### src/rtl/gps_ack_sched_if.sv
// Result-record channel from gps_ack_sched to the host / tracking-channel allocator.
// GPS_ACK_SCHED_RATIO_EN adds the second-best magnitude field res_second.
interface gps_ack_sched_if;
  logic        res_valid;
  logic        res_ready;
  logic [5:0]  res_sat;
  logic [9:0]  res_code_phase;
  logic [15:0] res_doppler;
  logic [15:0] res_peak;
  logic        res_detected;
  logic        res_timeout;
`ifdef GPS_ACK_SCHED_RATIO_EN
  logic [15:0] res_second;
`endif

  modport master (
`ifdef GPS_ACK_SCHED_RATIO_EN
    output res_second,
`endif
    output res_valid, res_sat, res_code_phase, res_doppler, res_peak, res_detected, res_timeout,
    input  res_ready
  );

  modport slave (
`ifdef GPS_ACK_SCHED_RATIO_EN
    input  res_second,
`endif
    input  res_valid, res_sat, res_code_phase, res_doppler, res_peak, res_detected, res_timeout,
    output res_ready
  );
endinterface

### src/rtl/gps_ack_sched.sv
// PRN scan sequencer for the acquisition engine: one search per enabled PRN, peak tracking,
// threshold detection and one result record per PRN. GPS_ACK_SCHED_RATIO_EN adds peak/second test.
module gps_ack_sched #(
  parameter int unsigned NUM_SAT     = 32,
  parameter int unsigned TIMEOUT_CYC = 4194304,
  parameter int unsigned TMR_W       = 23
) (
  input  logic               clk,
  input  logic               rst,
  input  logic               run,
  input  logic               abort,
  input  logic [NUM_SAT-1:0] sat_mask,
  input  logic [15:0]        threshold,
  output logic               eng_ack_start,
  output logic [5:0]         eng_sat,
  input  logic               eng_corr_complete,
  input  logic [9:0]         eng_code_phase,
  input  logic [15:0]        eng_doppler,
  input  logic [15:0]        eng_integrator,
  input  logic               eng_search_complete,
  gps_ack_sched_if.master    res,
  output logic               busy,
  output logic               done,
  output logic [5:0]         sats_found
);

  localparam logic [TMR_W-1:0] TmrLast   = TMR_W'(TIMEOUT_CYC - 1);
  localparam logic [5:0]       NumSatIdx = 6'(NUM_SAT);

  typedef enum logic [2:0] {
    StIdle,
    StSelect,
    StStart,
    StWait,
    StReport,
    StDone
  } state_e;

  state_e             state_q, state_d;
  logic [NUM_SAT-1:0] mask_q, mask_d;
  logic [15:0]        thr_q, thr_d;
  logic [5:0]         prn_idx_q, prn_idx_d;
  logic [5:0]         eng_sat_q, eng_sat_d;
  logic [15:0]        peak_q, peak_d;
  logic [9:0]         pk_phase_q, pk_phase_d;
  logic [15:0]        pk_dopp_q, pk_dopp_d;
  logic [TMR_W-1:0]   timer_q, timer_d;
  logic [5:0]         sats_found_q, sats_found_d;

  logic [5:0]         res_sat_q, res_sat_d;
  logic [9:0]         res_phase_q, res_phase_d;
  logic [15:0]        res_dopp_q, res_dopp_d;
  logic [15:0]        res_peak_q, res_peak_d;
  logic               res_det_q, res_det_d;
  logic               res_to_q, res_to_d;

  // Sample-inclusive peak candidates, so a corr_complete coinciding with
  // search_complete is folded into the reported record.
  logic               new_peak;
  logic [15:0]        nxt_peak;
  logic [9:0]         nxt_phase;
  logic [15:0]        nxt_dopp;
  logic               ratio_ok;
  logic               sel_bit;
  logic               hung;
  logic               det_now;
  logic [NUM_SAT-1:0] mask_shift;

`ifdef GPS_ACK_SCHED_RATIO_EN
  logic [15:0]        second_q, second_d;
  logic [15:0]        nxt_second;
  logic [15:0]        res_second_q, res_second_d;
`endif

  always_comb begin
    new_peak  = eng_corr_complete && (eng_integrator > peak_q);
    nxt_peak  = new_peak ? eng_integrator : peak_q;
    nxt_phase = new_peak ? eng_code_phase : pk_phase_q;
    nxt_dopp  = new_peak ? eng_doppler    : pk_dopp_q;
`ifdef GPS_ACK_SCHED_RATIO_EN
    if (new_peak) begin
      nxt_second = peak_q;
    end else if (eng_corr_complete && (eng_integrator > second_q)) begin
      nxt_second = eng_integrator;
    end else begin
      nxt_second = second_q;
    end
    ratio_ok = {1'b0, nxt_peak} >= {nxt_second, 1'b0};
`else
    ratio_ok = 1'b1;
`endif
  end

  // Out-of-range indices shift to zero, so the last-PRN check never reads past the mask.
  assign mask_shift = mask_q >> prn_idx_q;
  assign sel_bit    = mask_shift[0];

  always_comb begin
    state_d      = state_q;
    mask_d       = mask_q;
    thr_d        = thr_q;
    prn_idx_d    = prn_idx_q;
    eng_sat_d    = eng_sat_q;
    peak_d       = peak_q;
    pk_phase_d   = pk_phase_q;
    pk_dopp_d    = pk_dopp_q;
    timer_d      = timer_q;
    sats_found_d = sats_found_q;
    res_sat_d    = res_sat_q;
    res_phase_d  = res_phase_q;
    res_dopp_d   = res_dopp_q;
    res_peak_d   = res_peak_q;
    res_det_d    = res_det_q;
    res_to_d     = res_to_q;
    hung         = 1'b0;
    det_now      = 1'b0;
`ifdef GPS_ACK_SCHED_RATIO_EN
    second_d     = second_q;
    res_second_d = res_second_q;
`endif

    if (abort) begin
      state_d = StIdle;
    end else begin
      unique case (state_q)
        StIdle: begin
          if (run) begin
            mask_d       = sat_mask;
            thr_d        = threshold;
            sats_found_d = '0;
            prn_idx_d    = '0;
            state_d      = StSelect;
          end
        end
        StSelect: begin
          if (prn_idx_q >= NumSatIdx) begin
            state_d = StDone;
          end else if (sel_bit) begin
            eng_sat_d = prn_idx_q + 6'd1;
            state_d   = StStart;
          end else begin
            prn_idx_d = prn_idx_q + 6'd1;
            if (prn_idx_q == NumSatIdx - 6'd1) begin
              state_d = StDone;
            end
          end
        end
        StStart: begin
          peak_d     = '0;
          pk_phase_d = '0;
          pk_dopp_d  = '0;
          timer_d    = '0;
`ifdef GPS_ACK_SCHED_RATIO_EN
          second_d   = '0;
`endif
          state_d    = StWait;
        end
        StWait: begin
          timer_d    = timer_q + TMR_W'(1);
          peak_d     = nxt_peak;
          pk_phase_d = nxt_phase;
          pk_dopp_d  = nxt_dopp;
`ifdef GPS_ACK_SCHED_RATIO_EN
          second_d   = nxt_second;
`endif
          if (eng_search_complete || (timer_q == TmrLast)) begin
            hung        = !eng_search_complete;
            det_now     = !hung && (nxt_peak >= thr_q) && ratio_ok;
            res_sat_d   = eng_sat_q;
            res_phase_d = nxt_phase;
            res_dopp_d  = nxt_dopp;
            res_peak_d  = nxt_peak;
            res_det_d   = det_now;
            res_to_d    = hung;
`ifdef GPS_ACK_SCHED_RATIO_EN
            res_second_d = nxt_second;
`endif
            if (det_now) begin
              sats_found_d = sats_found_q + 6'd1;
            end
            state_d = StReport;
          end
        end
        StReport: begin
          if (res.res_ready) begin
            prn_idx_d = prn_idx_q + 6'd1;
            state_d   = StSelect;
          end
        end
        StDone: begin
          state_d = StIdle;
        end
        default: begin
          state_d = StIdle;
        end
      endcase
    end
  end

  always_ff @(posedge clk or negedge rst) begin
    if (!rst) begin
      state_q      <= StIdle;
      mask_q       <= '0;
      thr_q        <= '0;
      prn_idx_q    <= '0;
      eng_sat_q    <= '0;
      peak_q       <= '0;
      pk_phase_q   <= '0;
      pk_dopp_q    <= '0;
      timer_q      <= '0;
      sats_found_q <= '0;
      res_sat_q    <= '0;
      res_phase_q  <= '0;
      res_dopp_q   <= '0;
      res_peak_q   <= '0;
      res_det_q    <= 1'b0;
      res_to_q     <= 1'b0;
`ifdef GPS_ACK_SCHED_RATIO_EN
      second_q     <= '0;
      res_second_q <= '0;
`endif
    end else begin
      state_q      <= state_d;
      mask_q       <= mask_d;
      thr_q        <= thr_d;
      prn_idx_q    <= prn_idx_d;
      eng_sat_q    <= eng_sat_d;
      peak_q       <= peak_d;
      pk_phase_q   <= pk_phase_d;
      pk_dopp_q    <= pk_dopp_d;
      timer_q      <= timer_d;
      sats_found_q <= sats_found_d;
      res_sat_q    <= res_sat_d;
      res_phase_q  <= res_phase_d;
      res_dopp_q   <= res_dopp_d;
      res_peak_q   <= res_peak_d;
      res_det_q    <= res_det_d;
      res_to_q     <= res_to_d;
`ifdef GPS_ACK_SCHED_RATIO_EN
      second_q     <= second_d;
      res_second_q <= res_second_d;
`endif
    end
  end

  assign eng_ack_start      = (state_q == StStart);
  assign eng_sat            = eng_sat_q;
  assign busy               = (state_q != StIdle) && (state_q != StDone);
  assign done               = (state_q == StDone);
  assign sats_found         = sats_found_q;
  assign res.res_valid      = (state_q == StReport);
  assign res.res_sat        = res_sat_q;
  assign res.res_code_phase = res_phase_q;
  assign res.res_doppler    = res_dopp_q;
  assign res.res_peak       = res_peak_q;
  assign res.res_detected   = res_det_q;
  assign res.res_timeout    = res_to_q;
`ifdef GPS_ACK_SCHED_RATIO_EN
  assign res.res_second     = res_second_q;
`endif

endmodule
### src/flat_wrapper.sv
// flat-port wrapper written by rule: the top's interface ports become plain ports
module gps_ack_sched_flat 
#(
  parameter int unsigned NUM_SAT     = 32,
  parameter int unsigned TIMEOUT_CYC = 4194304,
  parameter int unsigned TMR_W       = 23
)
  (clk, rst, run, abort, sat_mask, threshold, eng_ack_start, eng_sat, eng_corr_complete, eng_code_phase, eng_doppler, eng_integrator, eng_search_complete, busy, done, sats_found, res_res_valid, res_res_sat, res_res_code_phase, res_res_doppler, res_res_peak, res_res_detected, res_res_timeout, res_res_ready);
  gps_ack_sched_if res_i ();
  input  logic clk;
  input  logic rst;
  input  logic run;
  input  logic abort;
  input  logic [NUM_SAT-1:0] sat_mask;
  input  logic [15:0] threshold;
  output logic eng_ack_start;
  output logic [5:0] eng_sat;
  input  logic eng_corr_complete;
  input  logic [9:0] eng_code_phase;
  input  logic [15:0] eng_doppler;
  input  logic [15:0] eng_integrator;
  input  logic eng_search_complete;
  output logic busy;
  output logic done;
  output logic [5:0] sats_found;
  output wire logic [$bits(res_i.res_valid)-1:0] res_res_valid;
  output wire logic [$bits(res_i.res_sat)-1:0] res_res_sat;
  output wire logic [$bits(res_i.res_code_phase)-1:0] res_res_code_phase;
  output wire logic [$bits(res_i.res_doppler)-1:0] res_res_doppler;
  output wire logic [$bits(res_i.res_peak)-1:0] res_res_peak;
  output wire logic [$bits(res_i.res_detected)-1:0] res_res_detected;
  output wire logic [$bits(res_i.res_timeout)-1:0] res_res_timeout;
  input wire logic [$bits(res_i.res_ready)-1:0] res_res_ready;
  assign res_res_valid = res_i.res_valid;
  assign res_res_sat = res_i.res_sat;
  assign res_res_code_phase = res_i.res_code_phase;
  assign res_res_doppler = res_i.res_doppler;
  assign res_res_peak = res_i.res_peak;
  assign res_res_detected = res_i.res_detected;
  assign res_res_timeout = res_i.res_timeout;
  assign res_i.res_ready = res_res_ready;
  gps_ack_sched #(.NUM_SAT(NUM_SAT), .TIMEOUT_CYC(TIMEOUT_CYC), .TMR_W(TMR_W)) u_core (.clk(clk), .rst(rst), .run(run), .abort(abort), .sat_mask(sat_mask), .threshold(threshold), .eng_ack_start(eng_ack_start), .eng_sat(eng_sat), .eng_corr_complete(eng_corr_complete), .eng_code_phase(eng_code_phase), .eng_doppler(eng_doppler), .eng_integrator(eng_integrator), .eng_search_complete(eng_search_complete), .res(res_i), .busy(busy), .done(done), .sats_found(sats_found));
endmodule
### config.mk
export PLATFORM = sky130hd
export DESIGN_NAME = gps_ack_sched_flat
export DESIGN_NICKNAME = d
export VERILOG_FILES = /design/src/rtl/gps_ack_sched_if.sv /design/src/rtl/gps_ack_sched.sv /design/src/flat_wrapper.sv
export SDC_FILE = /design/constraint.sdc
export NUM_CORES = 1
export LEC_CHECK = 0
export CORE_MARGIN = 3
export CORE_UTILIZATION = 38
export CTS_CLUSTER_SIZE = 24
export DETAILED_ROUTE_END_ITERATION = 12
export DONT_BUFFER_PORTS = 1
export HOLD_SLACK_MARGIN = 0.06
export PLACE_DENSITY_LB_ADDON = 0.12
export SYNTH_ARGS = -nofsm -noshare
export SYNTH_HDL_FRONTEND = slang
export SYNTH_SLANG_ARGS = --single-unit
export TNS_END_PERCENT = 1
### constraint.sdc
create_clock -name clk -period 4.3 [get_ports clk]
set_clock_uncertainty 0.2 [all_clocks]
set_input_delay 0.86 -clock clk [delete_from_list [all_inputs] [get_ports clk]]
set_output_delay 0.86 -clock clk [all_outputs]
set_load 0.02 [all_outputs]
==> flow_summary.json <==
{
  "synth-warning-count": 0,
  "h-tree-depth": 4,
  "clock_path_buffers": 2,
  "grt_start_max_net_pins": 185,
  "rr_endpoint": "u_core.sats_found[5]",
  "path_class": "register to register",
  "timing.critical_path.from_type": "register",
  "setup_ws_ns": 0.224,
  "ff2ff_setup_slack_ns": 0.22,
  "post_synth_main_area_contributors": "sky130_fd_sc_hd__dfrtp_1 50%, sky130_fd_sc_hd__nand2_1 8.6%, sky130_fd_sc_hd__o21ai_0 6.1%",
  "syn-cell-area_um2": 9280,
  "worst_slew_margin_relative_to_its_limit": 0.382,
  "maxClockFrequency_ghz": 0.245,
  "top_level_ports": 163,
  "failed_checks": "hold timing",
  "synthesis.instances": 956,
  "run_status": "complete, but fails checks",
  "start_util": 0.391,
  "postSynthRegisterBits": 184,
  "fin_hold_ws_ns": -0.0706,
  "dieHeight_um": 162,
  "power_dens_cells_nw_per_um2": 701,
  "grt_antenna_before_repair": 0,
  "period_minus_slack_ns": 4.08,
  "synth_fp_nets": 1089,
  "cts_num_sinks": 184,
  "grt_pass1_vias": 6797,
  "count_of_distinct_cell_types_in_the_synthesized_netlist": 55,
  "routed_wl_um": 23000,
  "clkTransAtPathRegs_ns": 0.07,
  "cp-end-kind": "register",
  "power.leakage_nw": 5.04,
  "crit_path_max_fanout": 13,
  "clk_root_buffer_cell": "sky130_fd_sc_hd__clkbuf_16",
  "placer_congestion": 0.808,
  "share_of_synthesized_registers_carrying_an_async_set_or_reset": 1.00,
  "num-nets-final": 1089,
  "r2r-start": "u_core.peak_q[5]",
  "drt.antenna.violating_nets": 0,
  "worst_pin_slew_ns": 0.927,
  "placement.io_buffers": 0,
  "fin_crit_sh": 0.948,
  "vias": 6742,
  "cts_buffers": 17,
  "report.final.setup_viol": 0,
  "via_per_inst": 5.23,
  "share_of_the_yosys_chip_area_belonging_to_registers": 0.496,
  "area_of_the_die_um2": 26300,
  "place_worst_setup_slack_ns": -0.409,
  "grt_pass1_wl_um": 37500,
  "synth_edf_count": 0,
  "synth.top_cell.area_share": 0.496,
  "routed_wire_length_per_instance_um": 17.9,
  "core_um2": 23800,
  "count_of_standard_cell_rows": 56,
  "drt_pass1_iterations": 4,
  "yosys_most_used_dff": "sky130_fd_sc_hd__dfrtp_1",
  "cp_data_required_time_ns": 4.45,
  "timing.reg2reg.worst_path_depth": 16,
  "timing.max_cap.violations": 0,
  "worst_vdd_drop_uv": 267,
  "tritoncts_clock_tree": "built",
  "detail_route.iter0.violations": 443,
  "leading_cell_type_in_the_layout_fill_and_taps_excluded": "sky130_fd_sc_hd__nand2_1",
  "synth_largest_area_cell": "sky130_fd_sc_hd__dfrtp_1",
  "instances_no_fill": 1288,
  "num_antenna_cells": 0,
  "report.final.hold_viol_count": 178,
  "worstPathArrival_ns": 4.23,
  "commonest_non_fill_non_tap_cells_in_the_layout": "211 x sky130_fd_sc_hd__nand2_1, 184 x sky130_fd_sc_hd__dfrtp_1, 112 x sky130_fd_sc_hd__o21ai_0",
  "drcViolationCount": 0,
  "drv_slew": 0,
  "rsz_0062_raised_after_global_routing": "no",
  "overflow_left_after_global_routing": 0,
  "place.detailed.hpwl_um": 15500,
  "gr-usage-all-layers": 0.178,
  "flow.area_growth_from_synthesis_pct": 11.7,
  "drive_gt1_frac": 0.127,
  "avgSynthCellArea_um2": 9.71,
  "holdCritPathClass": "input port to asynchronous set/reset pin",
  "die-width_um": 162,
  "final.setup.tns_ns": 0,
  "worstSkewPairLatency_ns": 0.44,
  "placed_cells_incl_taps": 1253
}
[where the power goes]
part	internal, mW	switching (mW)
Sequential	2.35	0.661
Combinational	1.24	1.47
Clock	0.784	0.764
Total	4.38	2.90
[per-stage QoR]
step	utilization	total power [mW]	hold slack, ns	area [um^2]
detailed placement	0.410	5.76	0.255	9740
floorplan	-	4.98	0.237	9310
finish	0.437	7.27	-0.0706	10400
global route	0.437	7.91	-0.0981	10400
global placement	0.410	5.73	0.250	9740
CTS	0.434	7.34	-0.0921	10300
[registers in the layout, indices dropped and copies added (netlist names)]
register and flops:
u_core.eng_sat 6, u_core.mask_q 32, u_core.timer_q 23, u_core.state_q 3, u_core.pk_phase_q 10, u_core.res.res_detected 1, u_core.thr_q 16, u_core.res.res_timeout 1
u_core.peak_q 16, u_core.res.res_sat 6, u_core.res.res_doppler 16, u_core.sats_found 6, u_core.pk_dopp_q 16, u_core.res.res_peak 16, u_core.prn_idx_q 6, u_core.res.res_code_phase 10
[metal layers]
layer | part of all wire | GRT usage | routed length [um]
met1 | 0.48 | 0.255 | 11000
met2 | 0.44 | 0.266 | 10200
met3 | 0.064 | 0.0502 | 1480
met4 | 0.017 | 0.0473 | 395
met5 | 0 | 0 | 0
[Yosys cell counts (5+ instances only)]
cell type	number
sky130_fd_sc_hd__nand2_1	212
sky130_fd_sc_hd__nand3_1	21
sky130_fd_sc_hd__ha_1	36
sky130_fd_sc_hd__a32oi_1	8
sky130_fd_sc_hd__o21ai_0	113
sky130_fd_sc_hd__mux2_4	6
sky130_fd_sc_hd__o31ai_1	10
sky130_fd_sc_hd__buf_2	6
sky130_fd_sc_hd__nand4_1	11
sky130_fd_sc_hd__a21o_1	12
sky130_fd_sc_hd__inv_1	47
sky130_fd_sc_hd__mux2i_1	43
sky130_fd_sc_hd__a21oi_1	24
sky130_fd_sc_hd__or2_2	5
sky130_fd_sc_hd__a22o_1	17
sky130_fd_sc_hd__buf_1	5
sky130_fd_sc_hd__nor2_1	24
sky130_fd_sc_hd__mux2_2	30
sky130_fd_sc_hd__o22ai_1	5
sky130_fd_sc_hd__dfrtp_1	184
sky130_fd_sc_hd__or3_1	7
sky130_fd_sc_hd__nand2b_1	6
sky130_fd_sc_hd__a22oi_1	29
sky130_fd_sc_hd__clkbuf_1	40
sky130_fd_sc_hd__nor3_1	12
[critical path, cell delays in order (launching register included)]
cell and delay (ns):
sky130_fd_sc_hd__dfrtp_1 0.38, sky130_fd_sc_hd__inv_1 0.05, sky130_fd_sc_hd__ha_1 0.29, sky130_fd_sc_hd__nand4_1 0.10
sky130_fd_sc_hd__or4_4 0.56, sky130_fd_sc_hd__o21a_4 0.25, sky130_fd_sc_hd__o31ai_4 0.10, sky130_fd_sc_hd__buf_4 0.18
sky130_fd_sc_hd__mux2_2 0.35, sky130_fd_sc_hd__ha_1 0.29, sky130_fd_sc_hd__nand4_1 0.08, sky130_fd_sc_hd__or2_2 0.28
sky130_fd_sc_hd__o22ai_1 0.14, sky130_fd_sc_hd__a21oi_1 0.06, sky130_fd_sc_hd__buf_4 0.18, sky130_fd_sc_hd__or3_1 0.34
sky130_fd_sc_hd__a21oi_1 0.16
[worst max-delay path by stage]
stage / startpoint / endpoint / slack (ns) / cells past startpoint
final: u_core.peak_q[5] / u_core.sats_found[5] / 0.22 / 16
after global routing: u_core.peak_q[5] / u_core.sats_found[4] / 0.02 / 16
after CTS: u_core.peak_q[7] / u_core.sats_found[5] / 0.04 / 17
after detailed placement: eng_integrator[7] / u_core.sats_found[3] / -0.41 / 16
after global placement: eng_integrator[5] / u_core.sats_found[3] / -0.35 / 16
after floorplan: eng_integrator[14] / u_core.sats_found[2] / 0.02 / 15
[area by class of cell]
type	count	area (um^2)
Fill cell	2308	13400
Sequential cell	184	4600
Multi-Input combinational cell	672	4340
Clock buffer	18	439
Tap cell	319	399
Timing Repair Buffer	34	280
Inverter	47	176
Clock inverter	14	134
[timing repair]
item | 4_1_cts | 5_1_grt
gates resized for setup | 0 | 5
endpoints found under the hold margin | 184 | 184
buffers inserted | 0 | 2
setup endpoints to repair | 0 | 7
[cells by family (layout without fill, tap and decap cells)]
| logic type | after synthesis | count (layout) | synth area share |
|---|---|---|---|
| muxes | 85 | 85 | 0.108 |
| adders and majority gates | 36 | 36 | 0.0485 |
| xor gates and xnor gates | 4 | 4 | 0.00377 |
| and+or+nand+nor | 311 | 311 | 0.143 |
| buffers and inverters | 101 | 113 | 0.0441 |
| AOI/OAI and AO/OA | 235 | 236 | 0.157 |
| DFF | 184 | 184 | 0.496 |
No activity file was read; power rests on OpenSTA's default activity.
